### src/rtl/mem_arbiter.sv
// Two-port memory arbiter: IF fetch and MEM data share one memory port (optional round-robin via MEM_ARBITER_RR_EN).
// Latency: request sampled in IDLE -> m_req_o next cycle -> done one cycle after m_ack_i; minimum 3 cycles per transaction.
// Backpressure: stalls each pipeline stage while its request is pending; memory throttles via m_ack_i; one transaction in flight.
module mem_arbiter #(
    parameter int ADDR_W = 32,
    parameter int DATA_W = 32
) (
    input  logic              clk_i,
    input  logic              rst_i,
    // instruction side
    input  logic              if_req_i,
    input  logic [ADDR_W-1:0] if_addr_i,
    output logic [DATA_W-1:0] if_rdata_o,
    output logic              if_done_o,
    output logic              if_stall_o,
    // data side
    input  logic              d_req_i,
    input  logic              d_we_i,
    input  logic [ADDR_W-1:0] d_addr_i,
    input  logic [DATA_W-1:0] d_wdata_i,
    output logic [DATA_W-1:0] d_rdata_o,
    output logic              d_done_o,
    output logic              d_stall_o,
    // shared memory
    output logic              m_req_o,
    output logic              m_we_o,
    output logic [ADDR_W-1:0] m_addr_o,
    output logic [DATA_W-1:0] m_wdata_o,
    input  logic [DATA_W-1:0] m_rdata_i,
    input  logic              m_ack_i,
    // status
    output logic              busy_o,
    output logic              grant_o
);

    typedef enum logic [1:0] {
        S_IDLE  = 2'd0,
        S_GRANT = 2'd1,
        S_DONE  = 2'd2
    } state_t;

    state_t r_state;
    logic   w_any_req;
    logic   w_pick_d;

`ifdef MEM_ARBITER_RR_EN
    // 1 = data port owned the most recent grant, 0 = IF port
    logic   r_last_d;

    // On a tie, hand the memory to whichever port did not win last time
    always_comb begin
        w_any_req = if_req_i | d_req_i;
        if (if_req_i && d_req_i) begin
            w_pick_d = ~r_last_d;
        end else begin
            w_pick_d = d_req_i;
        end
    end

    // Remember the owner of every grant so ties alternate
    always_ff @(posedge clk_i or negedge rst_i) begin
        if (!rst_i) begin
            r_last_d <= 1'b0;
        end else if (r_state == S_IDLE && w_any_req) begin
            r_last_d <= w_pick_d;
        end
    end
`else
    // Fixed priority: the data port always wins a tie
    always_comb begin
        w_any_req = if_req_i | d_req_i;
        w_pick_d  = d_req_i;
    end
`endif

    // Stalls drop in the same cycle as the done pulse so the stage can advance
    assign if_stall_o = if_req_i & ~if_done_o;
    assign d_stall_o  = d_req_i  & ~d_done_o;

    // Arbitration FSM; every output is registered here
    always_ff @(posedge clk_i or negedge rst_i) begin
        if (!rst_i) begin
            r_state    <= S_IDLE;
            m_req_o    <= 1'b0;
            m_we_o     <= 1'b0;
            m_addr_o   <= '0;
            m_wdata_o  <= '0;
            if_rdata_o <= '0;
            d_rdata_o  <= '0;
            if_done_o  <= 1'b0;
            d_done_o   <= 1'b0;
            busy_o     <= 1'b0;
            grant_o    <= 1'b0;
        end else begin
            case (r_state)
                S_IDLE: begin
                    if (w_any_req) begin
                        // Latch the winner's operands so later requester changes cannot disturb the bus
                        grant_o <= w_pick_d;
                        m_req_o <= 1'b1;
                        busy_o  <= 1'b1;
                        r_state <= S_GRANT;
                        if (w_pick_d) begin
                            m_we_o    <= d_we_i;
                            m_addr_o  <= d_addr_i;
                            m_wdata_o <= d_wdata_i;
                        end else begin
                            m_we_o    <= 1'b0;
                            m_addr_o  <= if_addr_i;
                            m_wdata_o <= '0;
                        end
                    end
                end
                S_GRANT: begin
                    // Completes even if the owner has since dropped its request
                    if (m_ack_i) begin
                        m_req_o <= 1'b0;
                        r_state <= S_DONE;
                        if (grant_o) begin
                            d_done_o <= 1'b1;
                            if (!m_we_o) begin
                                d_rdata_o <= m_rdata_i;
                            end
                        end else begin
                            if_done_o  <= 1'b1;
                            if_rdata_o <= m_rdata_i;
                        end
                    end
                end
                S_DONE: begin
                    if_done_o <= 1'b0;
                    d_done_o  <= 1'b0;
                    busy_o    <= 1'b0;
                    r_state   <= S_IDLE;
                end
                default: begin
                    r_state   <= S_IDLE;
                    m_req_o   <= 1'b0;
                    if_done_o <= 1'b0;
                    d_done_o  <= 1'b0;
                    busy_o    <= 1'b0;
                end
            endcase
        end
    end

endmodule

### config.mk
export PLATFORM = sky130hd
export DESIGN_NAME = mem_arbiter
export DESIGN_NICKNAME = d
export VERILOG_FILES = /design/src/rtl/mem_arbiter.sv
export SDC_FILE = /design/constraint.sdc
export NUM_CORES = 1
export LEC_CHECK = 0
export ABC_AREA = 1
export CORE_MARGIN = 4
export CORE_UTILIZATION = 41
export DETAILED_ROUTE_END_ITERATION = 7
export PLACE_DENSITY = 0.86
export SYNTH_ARGS = -nofsm -noshare
export SYNTH_HDL_FRONTEND = slang
export SYNTH_SLANG_ARGS = --single-unit
### constraint.sdc
create_clock -name clk_i -period 1.7 [get_ports clk_i]
set_clock_uncertainty 0.05 [all_clocks]
set_input_delay 0.51 -clock clk_i [delete_from_list [all_inputs] [get_ports clk_i]]
set_output_delay 0.51 -clock clk_i [all_outputs]
set_load 0.01 [all_outputs]
==> metrics <==
outcome finished, violations left; failing checks setup timing; Max Freq 575 MHz; routed length per instance 16.3 um; Final setup viols 1; Pwr Density 1760 nW/um^2; arrival time worst endpoint 1.18 ns; Worst-path clk slew 0.06 ns; type of origin of the critical path flip-flop; Die ar. 16000 um^2; die height 127 um; IO Pins 270; vias in the first global route 5843; count of input and output buffers 269; relative slew slack 74.0%; min cycle time layout 1.74 ns; clock power share 23.9%; DRT antenna net count 0; mean post-synth cell area 8.27 um^2; core area 13800 um^2; CTS root buf clkbuf_16; number of fill cells 1125; vias 5771; nature of the critical path endpoint output pin; most frequent cells in the layout 398 x nand2_1, 136 x dfrtp_1, 130 x clkdlybuf4s50_1; drt initial violations 366; synthesized instance count 698; Netlist cell types 20; # rows 43; # Max-Cap Violations 0; Internal Power 0.0102 W; clk buf depth 2; DP Worst Slack -0.572 ns; total CTS buffers 17; Leak 4.99 nW; Fin. Hold Viols 0; sequential area share after synthesis 58.9%; final worst slack -0.0387 ns; vias per inst 4.93; number of diodes 0; synth warn 0; count of final max-slew check failures 0; clk_lat worst skew 0.42 ns; Synthesized Nets 832; H-tree depth 4; Net Sw Frac 37.6%; Worst Path Max Fanout 2; Final Cycle Share 102%; slew at the pin closest to its max-slew limit 0.389 ns; Peak VDD IR 0.926 mV; Area Growth Syn to Fin 61.9%; # DRC 0; CP required 1.14 ns; width of the chip 127 um; total grt overflow 0; clock tree sinks 136; synthesized flop and latch total 136; DRT Wirelength 19.1 mm; RSZ-0062 raised after global routing true; flop-to-flop setup slack 0.13 ns; initial antenna violation count 1; first-pass GRT wire length 30.6 mm; Final #Nets 1112; utilization after layout 67.6%; commonest non-fill, non-tap cell in the layout nand2_1; Psw 0.00617 W; largest net degree at the start of global routing 36; gr usage total 24.3%; hpwl dp 13.4 mm; TritonCTS clock tree done; Initial Util 41.8%; Seq pwr share 33.9%; Placer Congestion 0.858; synthesized area 5780 um^2; CP Class reg -> out; share of cells above drive strength 1 8.27%; iteration count of the initial detailed-routing pass 7; Hold WC Path Type reg -> reg; Comb pwr share 42.1%
-- through the flow --
step | cells | TNS [ns] | hold slack (ns) | power (W) | area (um^2)
floorplan | 698 | 0 | 0.164 | 0.00877 | 5780
global placement | 1134 | -11.02 | 0.389 | 0.0132 | 8810
detailed placement | 1134 | -15.77 | 0.382 | 0.0134 | 8810
CTS | 1169 | -0.0635 | 0.418 | 0.0165 | 9310
global route | 1171 | -0.179 | 0.442 | 0.0175 | 9350
finish | 1171 | -0.0387 | 0.412 | 0.0164 | 9350
-- state kept, by name, indices dropped and copies added (netlist names) --
register	flops
d_rdata_o	32
r_state	2
m_addr_o	32
d_done_o	1
if_done_o	1
if_rdata_o	32
m_req_o	1
m_wdata_o	32
m_we_o	1
grant_o	1
busy_o	1
-- cell families after synthesis --
kind of cell           Yosys count  share of synthesized area, %
AND/OR/NAND/NOR                476                          33.1
flip-flops                     136                          58.9
AO/OA/AOI/OAI                   37                          3.31
buffers and inverters           49                          4.68
-- cell type report --
cell class / instances / area [um^2] / area share (%)
sequential: 136 / 3400 / 36.4
inverter: 8 / 30.0 / 0.321
tap: 180 / 225 / 2.41
timing repair buffer: 302 / 2950 / 31.5
multi-input combinational: 513 / 2120 / 22.7
clock buffer: 18 / 429 / 4.59
clock inverter: 14 / 199 / 2.13
-- critical path, stage by stage, from the launching register on --
cell     delay, ns
dfrtp_1       0.43
buf_6         0.15
nor2_4        0.08
buf_6         0.10
-- metal layers --
metal | vias up | GRT usage (%) | part of all wire (%)
met4 | 2 | 10.5 | 3.3
met5 | - | 0 | 0.068
met3 | 51 | 7.33 | 8.2
met2 | 257 | 40.9 | 50
li1 | 2748 | - | -
met1 | 2713 | 29.0 | 39
-- worst paths after layout --
kind                          startpoint       endpoint  cells past startpoint
setup / recovery               if_done_o     if_stall_o                      3
hold / removal             m_wdata_o[26]  m_wdata_o[26]                      2
setup reg to reg                 grant_o  d_rdata_o[24]                      5
hold reg to reg            m_wdata_o[26]  m_wdata_o[26]                      2
max in group asynchronous          rst_i    m_addr_o[5]                      3
min in group asynchronous          rst_i  if_rdata_o[2]                      2
-- power groups by stage --
stage	Sequential, W	Combinational, W	Clock, W
after CTS	0.00556	0.00691	0.00400
final	0.00557	0.00692	0.00393
after floorplan	0.00626	0.00251	0
after global placement	0.00557	0.00763	0
after detailed placement	0.00562	0.00780	0
after global routing	0.00576	0.00759	0.00416
-- cell usage after synthesis --
library cell | instances | area [um^2]
dfrtp_1 | 136 | 3400
buf_6 | 6 | 67.6
nand2_2 | 1 | 6.26
nor2_1 | 6 | 22.5
o21ai_1 | 5 | 25.0
inv_1 | 4 | 15.0
clkbuf_1 | 16 | 60.1
buf_2 | 12 | 60.1
buf_4 | 7 | 52.6
nand3_4 | 1 | 17.5
nand3_1 | 66 | 330
o21ai_0 | 29 | 145
o21bai_1 | 1 | 7.51
nor2_4 | 3 | 33.8
o21ai_2 | 1 | 8.76
clkinv_1 | 1 | 3.75
inv_2 | 3 | 11.3
nor2_2 | 1 | 6.26
nand2_1 | 398 | 1490
a21oi_1 | 1 | 5.00
-- timing repair --
item | 4_1_cts | 5_1_grt
gates resized for setup | 155 | 28
setup buffers | 2 | 2
hold endpoints to repair | 31 | 0
pin swaps | 2 | 0
endpoints found under the setup margin | 136 | 34
gates cloned | 0 | 0
hold buffers | 1 | 0
(Power assumes the default switching activity.)
==> edit: new RTL, same flow settings <==
Build with the macro `MEM_ARBITER_RR_EN` defined.
--- a/src/rtl/mem_arbiter.sv
+++ b/src/rtl/mem_arbiter.sv
@@ -1,6 +1,8 @@
 // Two-port memory arbiter: IF fetch and MEM data share one memory port (optional round-robin via MEM_ARBITER_RR_EN).
 // Latency: request sampled in IDLE -> m_req_o next cycle -> done one cycle after m_ack_i; minimum 3 cycles per transaction.
 // Backpressure: stalls each pipeline stage while its request is pending; memory throttles via m_ack_i; one transaction in flight.
+`define MEM_ARBITER_RR_EN
+
 module mem_arbiter #(
     parameter int ADDR_W = 32,
     parameter int DATA_W = 32
Behaviour: not the same (Yosys sat finds a counterexample within 10 cycles, from zero or initial values and one cycle with rst_i low).
==> edit against the unedited design <==
Sequential cell count is the same. Sequential power grew 2%. First-iteration DRC count shrank 0.82%. Synthesized cell count grew 5.6%. Cell area grew 2.4%. Setup slack gained 0.066 ns. Wire length shrank 1.0%. Die area grew 4.6%. Fmax grew 4.0%. Power grew 1.4%. Synthesized area grew 4.9%. Largest cell class unchanged. Largest power group unchanged.
==> edit: results (changes against the unedited design) <==
Reg2Reg Depth=6 (+1); routed metal-1 wirelength=7380 um (about the same); Flop pwr share=0.341 (+0.002); max layer used=met4; Syn Area/Cell=8.22 um^2 (-0.68%); Vias/cell=4.87 (-1.2%); Placer Congestion=0.888 (+3.5%); met1 Track Usage GR=0.274 (-0.0157); pre-CTS WS=-0.574 ns (-0.00291 ns); CP max FO=3 (+1); P_leak=5.23 nW (+4.9%); Max rail drop VDD=0.836 mV (-9.8%); Filler Cell Count=1257 (+12%); pwr dens=1740 nW/um^2 (-1.0%); DR WL met2=9500 um (-0.52%); GRT Util Overall=0.228 (-0.0152); Placed Area=9100 um^2 (+3.4%); status=finished, final reports clean; met3 wire length=1450 um (-7.1%); Worst-Margin Slew=0.314 ns (-0.0742 ns); Seq/Total Area, Yosys=0.562 (-0.0274); GR Util met2=0.384 (-0.0256); syn_nets=871 (+4.7%); DRT Pass-1 Iters=5 (-2); final wirelength=18900 um (-1.0%); largest net degree at the start of global routing=55 (+53%); number of global-route vias before repair=6067 (+3.8%)
==> edit: timing repair <==
action	4_1_cts	5_1_grt
gates resized for setup	147	11
setup buffers	0	2
endpoints found under the setup margin	202	19
hold endpoints to repair	15	0
pin swaps	1	0
hold buffers	1	0
==> edit: worst paths after layout <==
kind,slack [ns],endpoint,start
min in group asynchronous,0.44,if_rdata_o[10],rst_i
worst max-delay path,0.03,d_done_o,d_done_o
max in group asynchronous,0.61,m_wdata_o[11],rst_i
worst min register to register,0.42,if_rdata_o[6],if_rdata_o[6]
worst min-delay path,0.42,if_rdata_o[6],if_rdata_o[6]
worst max register to register,0.20,m_addr_o[19],grant_o
==> edit: final cells by class <==
type                            instances  area share
Timing Repair Buffer                  304       0.305
Tap cell                              184      0.0240
Multi-Input combinational cell        484       0.223
Antenna cell                            1    0.000261
Sequential cell                       136       0.355
Inverter                               73      0.0289
Clock inverter                         11      0.0152
Clock buffer                           21      0.0491
